### config.mk
export PLATFORM = sky130hd
export DESIGN_NAME = mup_responder
export DESIGN_NICKNAME = d
export VERILOG_FILES = /design/src/rtl/mup_responder.sv
export SDC_FILE = /design/constraint.sdc
export NUM_CORES = 1
export LEC_CHECK = 0
export CORE_ASPECT_RATIO = 0.5
export CORE_MARGIN = 3
export CORE_UTILIZATION = 56
export CTS_CLUSTER_SIZE = 12
export DETAILED_ROUTE_END_ITERATION = 16
export GPL_ROUTABILITY_DRIVEN = 0
export HOLD_SLACK_MARGIN = 0.02
export PLACE_DENSITY = 0.86
export SYNTH_ARGS = -nofsm -noshare
export SYNTH_HDL_FRONTEND = slang
export SYNTH_SLANG_ARGS = --single-unit
### constraint.sdc
create_clock -name clk -period 3.45 [get_ports clk]
set_clock_uncertainty 0.1 [all_clocks]
set_input_delay 0.5175 -clock clk [delete_from_list [all_inputs] [get_ports clk]]
set_output_delay 0.5175 -clock clk [all_outputs]
set_load 0.02 [all_outputs]
### src/rtl/mup_responder.sv
`default_nettype none
// ============================================================================
//  Module      : mup_responder
//  Description : MUP-side end of the pult<->MUP RS-485 link. Receives the
//                3-byte command frame (address, LED high, LED low), latches
//                the LEDs when addressed and replies with 2 button bytes and
//                3 analog bytes. Runs at 4x the line bit rate.
//  Revision    : 1.0 - initial release
// ============================================================================
module mup_responder #(
    parameter int STOP_LEN = 8,   // idle clocks after each reply byte (4..32)
    parameter int TURN_GAP = 4,   // clocks from last stop sample to driving (2..16)
    parameter int TMO      = 63   // max clocks waiting for the next start edge
) (
    input  logic        clk,
    input  logic        rst,
    input  logic        data_i,
    output logic        data_o,
    output logic        dir_485,
    input  logic [2:0]  my_addr,
    input  logic [15:0] but,
    input  logic [23:0] an_data,
    output logic [15:0] led,
    output logic        led_valid,
    output logic        busy,
    output logic        error
);

    localparam logic [2:0] c_HUNT = 3'd0;  // idle, waiting for an address byte
    localparam logic [2:0] c_RX   = 3'd1;  // receiving one byte
    localparam logic [2:0] c_GAP  = 3'd2;  // between frame bytes, timeout armed
    localparam logic [2:0] c_TURN = 3'd3;  // bus turnaround delay
    localparam logic [2:0] c_LEAD = 3'd4;  // driver on, line held high one clock
    localparam logic [2:0] c_TX   = 3'd5;  // sending the 5 reply bytes

    localparam int c_TW     = (TMO < 2) ? 1 : $clog2(TMO + 1);
    localparam int c_PERIOD = 40 + STOP_LEN;

    // Input synchroniser and edge history
    logic            sync1_q, sync2_q, prev_q;
    logic            w_fall;
    logic            w_good;

    logic [2:0]      state_q, state_d;
    logic [5:0]      cnt_q, cnt_d;
    logic [7:0]      shreg_q, shreg_d;
    logic            par_q, par_d;
    logic [1:0]      idx_q, idx_d;
    logic            skip_q, skip_d;
    logic [c_TW-1:0] tmo_q, tmo_d;
    logic [7:0]      b1_q, b1_d;
    logic [15:0]     led_q, led_d;
    logic            led_valid_q, led_valid_d;
    logic            busy_q, busy_d;
    logic            error_q, error_d;
    logic            dir_q, dir_d;
    logic            data_q, data_d;
    logic [39:0]     snap_q, snap_d;
    logic [6:0]      txc_q, txc_d;
    logic [2:0]      txi_q, txi_d;
    logic [4:0]      tgap_q, tgap_d;

    // Line level for a given clock position within a reply byte
    function automatic logic f_tx_bit(input logic [6:0] pos, input logic [7:0] b);
        logic [6:0] off;
        logic       v;
        off = pos - 7'd4;
        if (pos < 7'd4)
            v = 1'b0;
        else if (pos < 7'd36)
            v = b[~off[4:2]];
        else if (pos < 7'd40)
            v = ^b;
        else
            v = 1'b1;
        return v;
    endfunction

    assign w_fall = ~sync2_q & prev_q;
    assign w_good = sync2_q & (par_q == ^shreg_q);

    // Two-flop synchroniser plus previous-sample register for edge detection
    always_ff @(posedge clk) begin
        if (rst) begin
            sync1_q <= 1'b1;
            sync2_q <= 1'b1;
            prev_q  <= 1'b1;
        end else begin
            sync1_q <= data_i;
            sync2_q <= sync1_q;
            prev_q  <= sync2_q;
        end
    end

    // Next-state logic for receiver, frame sequencing and transmitter
    always_comb begin
        state_d     = state_q;
        cnt_d       = cnt_q;
        shreg_d     = shreg_q;
        par_d       = par_q;
        idx_d       = idx_q;
        skip_d      = skip_q;
        tmo_d       = tmo_q;
        b1_d        = b1_q;
        led_d       = led_q;
        led_valid_d = 1'b0;
        busy_d      = busy_q;
        error_d     = 1'b0;
        dir_d       = dir_q;
        data_d      = data_q;
        snap_d      = snap_q;
        txc_d       = txc_q;
        txi_d       = txi_q;
        tgap_d      = tgap_q;

        case (state_q)
            c_HUNT: begin
                idx_d  = 2'd0;
                skip_d = 1'b0;
                if (w_fall) begin
                    state_d = c_RX;
                    cnt_d   = 6'd1;
                end
            end

            c_RX: begin
                cnt_d = cnt_q + 6'd1;
                // Start bit must still be low mid-bit, otherwise it was a glitch
                if (cnt_q == 6'd2 && sync2_q)
                    state_d = (idx_q == 2'd0) ? c_HUNT : c_GAP;
                if (cnt_q >= 6'd6 && cnt_q <= 6'd34 && cnt_q[1:0] == 2'b10)
                    shreg_d = {shreg_q[6:0], sync2_q};
                if (cnt_q == 6'd38)
                    par_d = sync2_q;
                if (cnt_q == 6'd42) begin
                    tmo_d = '0;
                    case (idx_q)
                        2'd0: begin
                            if (!w_good) begin
                                state_d = c_HUNT;
                            end else begin
                                // Unaddressed frames still consume their LED
                                // bytes so they are never mistaken for addresses
                                skip_d  = (shreg_q != {5'b00000, my_addr});
                                busy_d  = (shreg_q == {5'b00000, my_addr});
                                idx_d   = 2'd1;
                                state_d = c_GAP;
                            end
                        end
                        2'd1: begin
                            if (w_good) begin
                                b1_d    = shreg_q;
                                idx_d   = 2'd2;
                                state_d = c_GAP;
                            end else begin
                                error_d = ~skip_q;
                                busy_d  = 1'b0;
                                state_d = c_HUNT;
                            end
                        end
                        2'd2: begin
                            if (skip_q) begin
                                state_d = c_HUNT;
                            end else if (w_good) begin
                                led_d       = {b1_q, shreg_q};
                                led_valid_d = 1'b1;
                                snap_d      = {but, an_data};
                                tgap_d      = 5'd0;
                                state_d     = c_TURN;
                            end else begin
                                error_d = 1'b1;
                                busy_d  = 1'b0;
                                state_d = c_HUNT;
                            end
                        end
                        default: state_d = c_HUNT;
                    endcase
                end
            end

            c_GAP: begin
                if (w_fall) begin
                    state_d = c_RX;
                    cnt_d   = 6'd1;
                end else if (tmo_q == c_TW'(TMO)) begin
                    busy_d  = 1'b0;
                    skip_d  = 1'b0;
                    state_d = c_HUNT;
                end else begin
                    tmo_d = tmo_q + 1'b1;
                end
            end

            c_TURN: begin
                if (tgap_q == 5'(TURN_GAP - 1)) begin
                    dir_d   = 1'b1;
                    data_d  = 1'b1;
                    state_d = c_LEAD;
                end else begin
                    tgap_d = tgap_q + 5'd1;
                end
            end

            c_LEAD: begin
                txc_d   = 7'd0;
                txi_d   = 3'd0;
                data_d  = 1'b0;
                state_d = c_TX;
            end

            c_TX: begin
                if (txc_q == 7'(c_PERIOD - 1)) begin
                    if (txi_q == 3'd4) begin
                        dir_d   = 1'b0;
                        busy_d  = 1'b0;
                        data_d  = 1'b1;
                        state_d = c_HUNT;
                    end else begin
                        txi_d  = txi_q + 3'd1;
                        txc_d  = 7'd0;
                        snap_d = {snap_q[31:0], 8'h00};
                        data_d = 1'b0;
                    end
                end else begin
                    txc_d  = txc_q + 7'd1;
                    data_d = f_tx_bit(txc_q + 7'd1, snap_q[39:32]);
                end
            end

            default: state_d = c_HUNT;
        endcase
    end

    // State and output registers; reset aborts any activity and frees the line
    always_ff @(posedge clk) begin
        if (rst) begin
            state_q     <= c_HUNT;
            cnt_q       <= 6'd0;
            shreg_q     <= 8'h00;
            par_q       <= 1'b0;
            idx_q       <= 2'd0;
            skip_q      <= 1'b0;
            tmo_q       <= '0;
            b1_q        <= 8'h00;
            led_q       <= 16'h0000;
            led_valid_q <= 1'b0;
            busy_q      <= 1'b0;
            error_q     <= 1'b0;
            dir_q       <= 1'b0;
            data_q      <= 1'b1;
            snap_q      <= 40'h0;
            txc_q       <= 7'd0;
            txi_q       <= 3'd0;
            tgap_q      <= 5'd0;
        end else begin
            state_q     <= state_d;
            cnt_q       <= cnt_d;
            shreg_q     <= shreg_d;
            par_q       <= par_d;
            idx_q       <= idx_d;
            skip_q      <= skip_d;
            tmo_q       <= tmo_d;
            b1_q        <= b1_d;
            led_q       <= led_d;
            led_valid_q <= led_valid_d;
            busy_q      <= busy_d;
            error_q     <= error_d;
            dir_q       <= dir_d;
            data_q      <= data_d;
            snap_q      <= snap_d;
            txc_q       <= txc_d;
            txi_q       <= txi_d;
            tgap_q      <= tgap_d;
        end
    end

    assign data_o    = data_q;
    assign dir_485   = dir_q;
    assign led       = led_q;
    assign led_valid = led_valid_q;
    assign busy      = busy_q;
    assign error     = error_q;

endmodule
`default_nettype wire

# == Yosys cells after proc, flatten, opt, wreduce, memory -nomap -nowiden ==
# Index checks and enable logic that the tools add are counted.
# Widths: inputs -> output; s select.
# totals
output_inout_bits,21
regBits,114
# classes
bitwise_logic,8
n_lt_le_gt_ge,6
n_eq_ne,41
n_reduce_logical,37
n_addsub,6
mux,73
# op_table
op,n
$mux 40,6
$pmux 40 s2,1
$mux 3,10
$ne 2x2->1 const B,14
$mux 5,5
$mux 6,4
$pmux 6 s2,2
$mux 1,22
$eq 6x6->1 const B,3
$ne 3x3->1 const B,6
$pmux 3 s6,1
$reduce_and 6->1,3
$reduce_xor 8->1,2
$lt 7x6->1 const B,2
$mux 2,7
$mux 7,2
$pmux 7 s2,1
$reduce_bool 2->1,7
$add 6x1->6 const B,2
$pmux 1 s3,4
$pmux 2 s2,3
$reduce_and 4->1,3
$pmux 5 s2,1
$reduce_and 2->1,5
other kinds (39),55

# == Depth between registers and ports, before layout ==
# Gate-level depths: netlist of the first run.
# depth
ltp_word,9
mapped_depth,10
mapped_depth_nobuf,10

# == Worst setup path after synthesis of the first run ==
# No wires, ideal clock.
# synth_path
kind,reg2reg
startpoint,register shreg_q[4]
endpoint,"register led_q[10], in the netlist led[10]"
setup_slack_ns,1.008
path_stages_with_launch,11
synth_period_minus_slack_ns,2.442
arrival_time_ns,2.214
required_time_ns,3.222
n_path_buf,2
setup_time_ns,0.128
cell_sequence,dfxtp_1 inv_1 ha_1 xor2_1 xnor3_2 and2_1 nand4_1 buf_2 buf_6 mux2i_1 nor2_1
# synth_via
elab_chain_len,4
# synth_lines
item,line_no,source
start: declaration,46,"logic [7:0] shreg_q, shreg_d;"
start signal: assignment,258,shreg_q <= shreg_d;
$reduce_xor 8->1,80,assign w_good = sync2_q & (par_q == ^shreg_q);
$eq 1x1->1,80,
$and 1x1->1,80,
$reduce_and 5->1 (no line),n/a,
end signal: assignment,264,led_q <= led_d;
end: declaration,52,"logic [15:0] led_q, led_d;"
# Every way passes these cells.
# A chain may end at the register's enable or synchronous reset.

# == Worst setup path after layout of the first run ==
# layout_path
startpoint,register txc_q[0]
endpoint,"register data_q, in the netlist data_o"
# layout_via
elab_chain_len,9
word_cells_on_any_way,14
classes_between,add/sub (2); order compare (3); eq/ne (1); mux (7); bitwise (1)
# layout_lines
item,line_no,source
start: declaration,59,"logic [6:0] txc_q, txc_d;"
start signal: assignment,271,txc_q <= txc_d;
$add 7x1->7,226,"data_d = f_tx_bit(txc_q + 7'd1, snap_q[39:32]);"
$sub 5x3->5,67,off = pos - 7'd4;
$not 3->3,71,v = b[~off[4:2]];
$bmux 1 s3,71,
$mux 1 (implied by the code),71,
$mux 1,70,else if (pos < 7'd36)
$mux 1,68,if (pos < 7'd4)
$mux 1 *,212,if (txc_q == 7'(c_PERIOD - 1)) begin
$pmux 1 s3 *,116,case (state_q)
end signal: assignment,269,data_q <= data_d;
end: declaration,57,"logic data_q, data_d;"
# Every way passes the cells marked *; elsewhere a longest branch is shown, timed or not. The select of a mux whose other input is x is not followed.

==> results.tsv, run 1 <==
stage	metric	value	unit
synthesis	mapped cell area	5570	um^2
synthesis	Syn. warnings	0	
place	placed inst area	6280	um^2
run	max-cap viol count	0	
worst_setup_path	CP startpoint kind	register	
synthesis	cell taking the most area after synthesis	dfxtp_1	
cts	H-tree Lvls	4	
layout	Antenna diodes	0	
layout	share of cells above drive strength 1	0.0678	
place	DP HPWL	8.21	mm
power_and_ir_drop	worst vdd ir	0.315	mV
layout	nets	771	
cts	CTS tree	yes	
worst_hold_path	worst min-delay path class	register to register	
routing	Antenna Nets Post-Route	0	
worst_setup_path	Data required, critical path	3.64	ns
status	status	completed	
routing	DRT Pass-1 Iters	5	
die	Die ar.	11300	um^2
cts	# Post-CTS Setup Buffers	0	
sta	Slew headroom	0.569	
routing	via count	4912	
cts	CTS buffer count	17	
routing	DRT Wirelength	12.8	mm
layout	Area growth syn-to-layout	24.0	%
synthesis	Syn Inst Count	664	
power_and_ir_drop	Sw Share	0.197	
cts	post-CTS sizing	0	
routing	WL per Instance	15.0	um
layout	fin cells	858	
grt	vias in the first global route	4689	
power_and_ir_drop	Pint	2680	uW
synthesis	post-synth top area share	0.410	
grt	global route overflow	0	
place	Cells after DPL	827	
power_and_ir_drop	Leakage	0.00270	uW
cts	Root Buffer	clkbuf_16	
synthesis	post-synthesis adder-cell area fraction	0.0314	
routing	via-per-instance ratio	5.72	
layout	Final Cell Area	6910	um^2
cts	CTS sink count	114	
worst_setup_path	CP max-delay cell	mux4_2	
worst_setup_path	worst-path cell chain	ha_1, xor2_1, inv_1, ha_1, mux4_2, mux2i_1, o21ai_0, o22ai_1, a21oi_1	
sta	fin crit period	2.76	ns
synthesis	#FFs+latches synth	114	
place	number of I/O port buffers	66	
sta	fin crit share	0.799	
synthesis	main flop type after synthesis	dfxtp_1	
cts	Longest Clk Path Bufs	2	
die	Die Wd	147	um
grt	initial antenna violation count	0	
synthesis	synthesized area per cell	8.39	um^2
sta	Fin Hold WS	0.308	ns
power_and_ir_drop	Overall Power	3330	uW
synthesis	Compound-Gate Fraction of Synth Area	0.136	
cts	CTS Hold Bufs	0	
worst_setup_path	Crit path max-delay family	adder cells	
worst_setup_path	CP Capture Type	register	
synthesis	syn nets	724	
power_and_ir_drop	power per standard cell area	482	nW/um^2
power_and_ir_drop	Switch Pwr	655	uW
sta	FMAX	363	MHz
synthesis	largest family of logic cells by synthesized area	simple AND/OR/NAND/NOR gates	
grt	largest net degree at the start of global routing	81	
die	Starting Density	0.582	
worst_setup_path	Setup Crit Path Kind	register to register	
synthesis	post-synthesis simple-gate area fraction	0.247	
worst_setup_path	Worst Path Arrival	2.95	ns
worst_setup_path	CP dominant cell by count	ha_1	
grt	first-pass GRT wire length	21.9	mm
die	chip height	76.5	um
die	number of I/O pins	67	
routing	Initial DRC Count	340	
grt	GR Util All Layers	0.235	
cts	clk slew on worst S/H paths	0.05	ns
sta	Final setup viols	0	
synthesis	Synth cell types	58	
sta	worst-margin pin slew	0.646	ns
worst_setup_path	slowest stage delay, CP	0.50	ns
worst_setup_path	CP max FO	12	
sta	RSZ-0062 raised after global routing	no	
synthesis	Async S/R FF share, synth	0	
synthesis	ranking of synthesized cells by area	dfxtp_1 (41%), nor2_1 (7.2%), mux2i_1 (7.0%), nand2_1 (5.8%), a311oi_1 (5.7%)	
synthesis	sequential cell area fraction in the yosys report	0.410	
cts	Skew-Pair Late Insertion Delay	0.41	ns
power_and_ir_drop	clock power share	0.565	
routing	DRC	0	
sta	setup TNS	0	ns
sta	final hold viol count	0	
power_and_ir_drop	Gate power share	0.036	
die	CORE AREA	9570	um^2
sta	count of pins over their slew limit	0	
worst_setup_path	reg-to-reg slack, setup	0.69	ns
synthesis	mux share of post-synthesis cell area	0.0822	
die	row cnt	25	
worst_setup_path	WP buf/inv	1	
synthesis	XOR/XNOR share of the synthesized area	0.0492	
power_and_ir_drop	sequential share of power	0.399	
synthesis	Post-synth EDFFs	0	
==> per-stage QoR <==
step	setup WS [ns]	utilization
floorplan	1.01	-
global placement	0.827	0.656
detailed placement	0.679	0.656
CTS	0.666	0.722
global route	0.375	0.722
finish	0.694	0.722
==> worst register-to-register path, delay by kind of cell (launching register included) <==
| family | cells | cell delay [ns] |
|---|---|---|
| AOI/OAI and AO/OA | 3 | 0.36 |
| xor gates and xnor gates | 1 | 0.33 |
| adders and majority gates | 2 | 0.74 |
| buffers and inverters | 1 | 0.08 |
| DFF | 1 | 0.39 |
| muxes | 2 | 0.64 |
==> path summary, 6_finish.rpt <==
path | startpoint | to | depth (start not counted)
worst max register to register | txc_q[0] | data_o | 9
worst min-delay path | sync1_q | sync2_q | 1
worst max-delay path | txc_q[0] | data_o | 9
worst min register to register | sync1_q | sync2_q | 1
==> cells in the final DEF (no fill, tap or decap), types with 3 or more instances in the layout <==
cell             count
a2111oi_0            3
a21o_1               3
a21oi_1             30
a311oi_1            36
and2_1               4
and3_1               5
buf_4                7
bufinv_16            5
clkbuf_1             3
clkbuf_16           17
clkdlybuf4s50_1     65
clkinvlp_4           3
dfxtp_1            114
ha_1                14
inv_1               14
mux2i_1             39
nand2_1             86
nand2b_1            16
nand3_1             25
nand3b_1             3
nand4_1             12
nor2_1             107
nor2b_1              5
nor3_1              10
nor3b_1              4
o21ai_0             15
or2_2                3
or3_1                5
xnor2_1             13
xor2_1              13
==> logic make-up after synthesis <==
family / Yosys count
adder cells (fa/ha/maj): 14
flip-flops: 114
multiplexers: 43
XOR/XNOR: 28
buffers and inverters: 59
AND/OR/NAND/NOR: 298
AO/OA/AOI/OAI: 108
==> flip-flops by register name, indices dropped and copies added (netlist names) <==
signal,count
b1_q,8
busy,1
cnt_q,6
data_o,1
dir_485,1
error,1
idx_q,2
led,16
led_valid,1
par_q,1
prev_q,1
shreg_q,8
skip_q,1
snap_q,40
state_q,3
sync1_q,1
sync2_q,1
tgap_q,5
tmo_q,6
txc_q,7
txi_q,3
==> power by group through the flow <==
stage | Clock, uW | Sequential, uW | Combinational [uW]
2_1_floorplan | 0 | 1350 | 56.6
3_3_place_gp | 0 | 1360 | 115
3_5_place_dp | 0 | 1360 | 116
4_1_cts | 1900 | 1330 | 117
5_1_grt | 1970 | 1330 | 129
6_report | 1880 | 1330 | 118
==> Yosys cell counts (all sizes together), types with 2 or more instances <==
cell type	count
mux2	2
or3	5
mux4	2
a22oi	2
a21o	3
buf	10
nor3b	4
dfxtp	114
ha	14
nor4	2
inv	14
a2111oi	3
a41oi	2
mux2i	39
clkbuf	35
o22ai	2
nor3	11
a311oi	36
xnor3	2
nand4	13
nor2	107
or4	2
xor2	13
o21ai	15
a21oi	31
xnor2	13
or2	3
and4	2
nand2	86
or3b	2
and2	4
nor2b	5
nand2b	16
nand3	25
a211oi	2
o211ai	2
nand3b	3
and3	5
==> routing by layer <==
| layer | share of wire | GRT usage | wire (um) |
|---|---|---|---|
| met4 | 0.0095 | 0.0771 | 122 |
| met1 | 0.45 | 0.296 | 5740 |
| met2 | 0.49 | 0.402 | 6260 |
| met3 | 0.056 | 0.0547 | 724 |
| met5 | 0 | 0 | 0 |
==> layout make-up <==
type                            count  area [um^2]
Clock inverter                     10          183
Multi-Input combinational cell    491         3050
Inverter                           14         52.6
Clock buffer                       21          450
Fill cell                         758         2660
Sequential cell                   114         2280
Timing Repair Buffer               73          723
Tap cell                          135          169
Note: power is estimated with default switching activity, not from simulation.
==> run 2: changes to the inputs <==
--- a/config.mk
+++ b/config.mk
@@ -7,12 +7,12 @@
 export LEC_CHECK = 0
 export CORE_ASPECT_RATIO = 0.5
 export CORE_MARGIN = 3
-export CORE_UTILIZATION = 56
+export CORE_UTILIZATION = 51
 export CTS_CLUSTER_SIZE = 12
 export DETAILED_ROUTE_END_ITERATION = 16
 export GPL_ROUTABILITY_DRIVEN = 0
 export HOLD_SLACK_MARGIN = 0.02
-export PLACE_DENSITY = 0.86
+export PLACE_DENSITY = 0.83
 export SYNTH_ARGS = -nofsm -noshare
 export SYNTH_HDL_FRONTEND = slang
 export SYNTH_SLANG_ARGS = --single-unit
==> constraint.sdc (replaced) <==
create_clock -name clk -period 2.5 [get_ports clk]
set_clock_uncertainty 0.1 [all_clocks]
set_input_delay 0.375 -clock clk [delete_from_list [all_inputs] [get_ports clk]]
set_output_delay 0.375 -clock clk [all_outputs]
set_load 0.02 [all_outputs]
==> run 2 against run 1 <==
Net effect: largest power group unchanged; highest routed layer unchanged; cell count up 4.3%; die area up 9.2%; via count up 5.7%; sequential power up 38%; clock-buffer cell count up 1; critical path type unchanged.
==> results.tsv, run 2 (same netlist as run 1, synthesis figures left out) <==
stage	metric	value	unit	change
cts	CTS tree	yes		
place	worst slack, placed	0.0276	ns	-0.652 ns
layout	most frequent cells in the layout	dfxtp_1 (112), nor2_1 (107), nand2_1 (86), clkdlybuf4s50_1 (65), mux2i_1 (39)		
routing	via count	5191		+5.7%
cts	Skew-Pair Late Insertion Delay	0.41	ns	about the same
sta	Fin Hold WS	0.297	ns	-0.0103 ns
layout	Top reg by flops	snap_q		
routing	DRT Wirelength	13.9	mm	+7.9%
die	Die ar.	12300	um^2	+9.2%
layout	commonest non-fill, non-tap cell in the layout	dfxtp_1		
power_and_ir_drop	Sw Share	0.202		+0.00579
die	number of I/O pins	67		unchanged
cts	CTS Hold Bufs	0		unchanged
cts	clk slew on worst S/H paths	0.05	ns	about the same
sta	Setup WS post-layout	0.0202	ns	-0.674 ns
power_and_ir_drop	Overall Power	4590	uW	+38%
place	DP HPWL	8.54	mm	+4.1%
die	row cnt	26		+4.0%
sta	final hold viol count	0		unchanged
layout	fin cells	895		+4.3%
routing	WL per Instance	15.5	um	+3.5%
sta	FMAX	403	MHz	+11%
worst_setup_path	CP Capture Type	register		
routing	via-per-instance ratio	5.80		+1.3%
sta	Slew headroom	0.613		+0.0448
sta	count of pins over their slew limit	0		unchanged
sta	Final setup viols	0		unchanged
worst_setup_path	Worst Path Arrival	2.66	ns	-0.29 ns
sta	fin crit share	0.992		+0.193
grt	GR Util All Layers	0.221		-0.0142
routing	DRC	0		unchanged
layout	max FFs per register	40		unchanged
routing	DRT Pass-1 Iters	9		+4
power_and_ir_drop	Gate power share	0.039		+0.003
power_and_ir_drop	Switch Pwr	928	uW	+42%
power_and_ir_drop	power per standard cell area	632	nW/um^2	+31%
die	Die Wd	154	um	+4.6%
layout	Area growth syn-to-layout	30.3	%	
power_and_ir_drop	sequential share of power	0.400		about the same
cts	Root Buffer	clkbuf_16		
grt	global route overflow	0		unchanged
layout	nets	803		+4.2%
power_and_ir_drop	worst vdd ir	0.399	mV	+27%
place	number of I/O port buffers	66		unchanged
status	status	completed		
worst_setup_path	CP startpoint kind	register		
cts	Longest Clk Path Bufs	2		unchanged
worst_setup_path	CP max FO	19		+7
power_and_ir_drop	clock power share	0.562		-0.003
grt	vias in the first global route	4798		+2.3%
sta	worst-margin pin slew	0.575	ns	-0.0717 ns
run	max-cap viol count	0		unchanged
cts	CTS buffer count	17		unchanged
place	placed inst area	6520	um^2	+3.9%
routing	Antenna Nets Post-Route	0		unchanged
grt	largest net degree at the start of global routing	54		-33%
die	chip height	79.9	um	+4.4%
place	Cells after DPL	859		+3.9%
worst_hold_path	worst min-delay path class	input pin to register		
power_and_ir_drop	Leakage	0.00288	uW	+6.8%
cts	CTS sink count	114		unchanged
power_and_ir_drop	Pint	3660	uW	+37%
grt	initial antenna violation count	0		unchanged
worst_setup_path	Data required, critical path	2.68	ns	-0.96 ns
layout	share of cells above drive strength 1	0.118		+0.0501
cts	H-tree Lvls	4		unchanged
die	CORE AREA	10400	um^2	+8.8%
layout	Antenna diodes	0		unchanged
die	Starting Density	0.535		-0.0469
grt	first-pass GRT wire length	22.5	mm	+2.7%
worst_setup_path	Setup Crit Path Kind	register to register		
layout	Final Cell Area	7260	um^2	+5.1%
routing	Initial DRC Count	388		+14%
sta	fin crit period	2.48	ns	-0.276 ns
## run 2: cell types whose count changed in the layout (fill, tap and decap cells not counted), moves of 2 or more
cell       previous run  this run
clkbuf_16            17        19
dfxtp_1             114       112
clkbuf_8              1         3
buf_4                 7        33
buf_12                1         4
dfxtp_2               0         2
## run 2: metal layers
layer / GRT usage / routed length (um)
met1: 0.280 / 6190
met2: 0.372 / 6610
met3: 0.0574 / 838
met4: 0.0731 / 238
met5: 0 / 0
## run 2: critical path, stage by stage (launching register included)
cell      delay (ns)
dfxtp_1         0.33
xnor3_1         0.39
xnor3_2         0.45
nand4_1         0.18
a21oi_4         0.31
buf_12          0.19
nor2_1          0.06
a311oi_1        0.35
## run 2: path summary, 6_finish.rpt
path / startpoint / endpoint / slack [ns] / cells after the start
worst max-delay path: shreg_q[1] / snap_q[15] / 0.02 / 7
worst min-delay path: rst / tgap_q[1] / 0.30 / 2
worst max register to register: shreg_q[1] / snap_q[15] / 0.02 / 7
worst min register to register: sync1_q / sync2_q / 0.31 / 1
## run 2: cell type report
cell class,instances,area [um^2]
clock buffers,22,474
clock inverters,9,154
fillers,805,3150
inverters,14,52.6
multi-input cells,491,3080
flip-flops and latches,114,2280
well taps,140,175
repair buffers,105,1030
## run 2: repair_timing
action	in CTS	in global routing
setup endpoints to repair	3	55
resized for setup	1	8
gates cloned	0	2
buffers inserted	0	3
pin swaps	1	6
## run 2: power groups by stage
stage          Sequential (uW)  Clock (uW)  Combinational [uW]
2_1_floorplan             1870           0                78.2
3_3_place_gp              1870           0                 171
3_5_place_dp              1870           0                 173
4_1_cts                   1830        2590                 176
5_1_grt                   1830        2700                 193
6_report                  1830        2580                 178
## run 2: per-stage QoR
stage | util | TNS [ns]
2_1_floorplan | - | 0
3_3_place_gp | 0.626 | 0
3_5_place_dp | 0.626 | 0
4_1_cts | 0.688 | 0
5_1_grt | 0.697 | -0.0767
6_report | 0.697 | 0
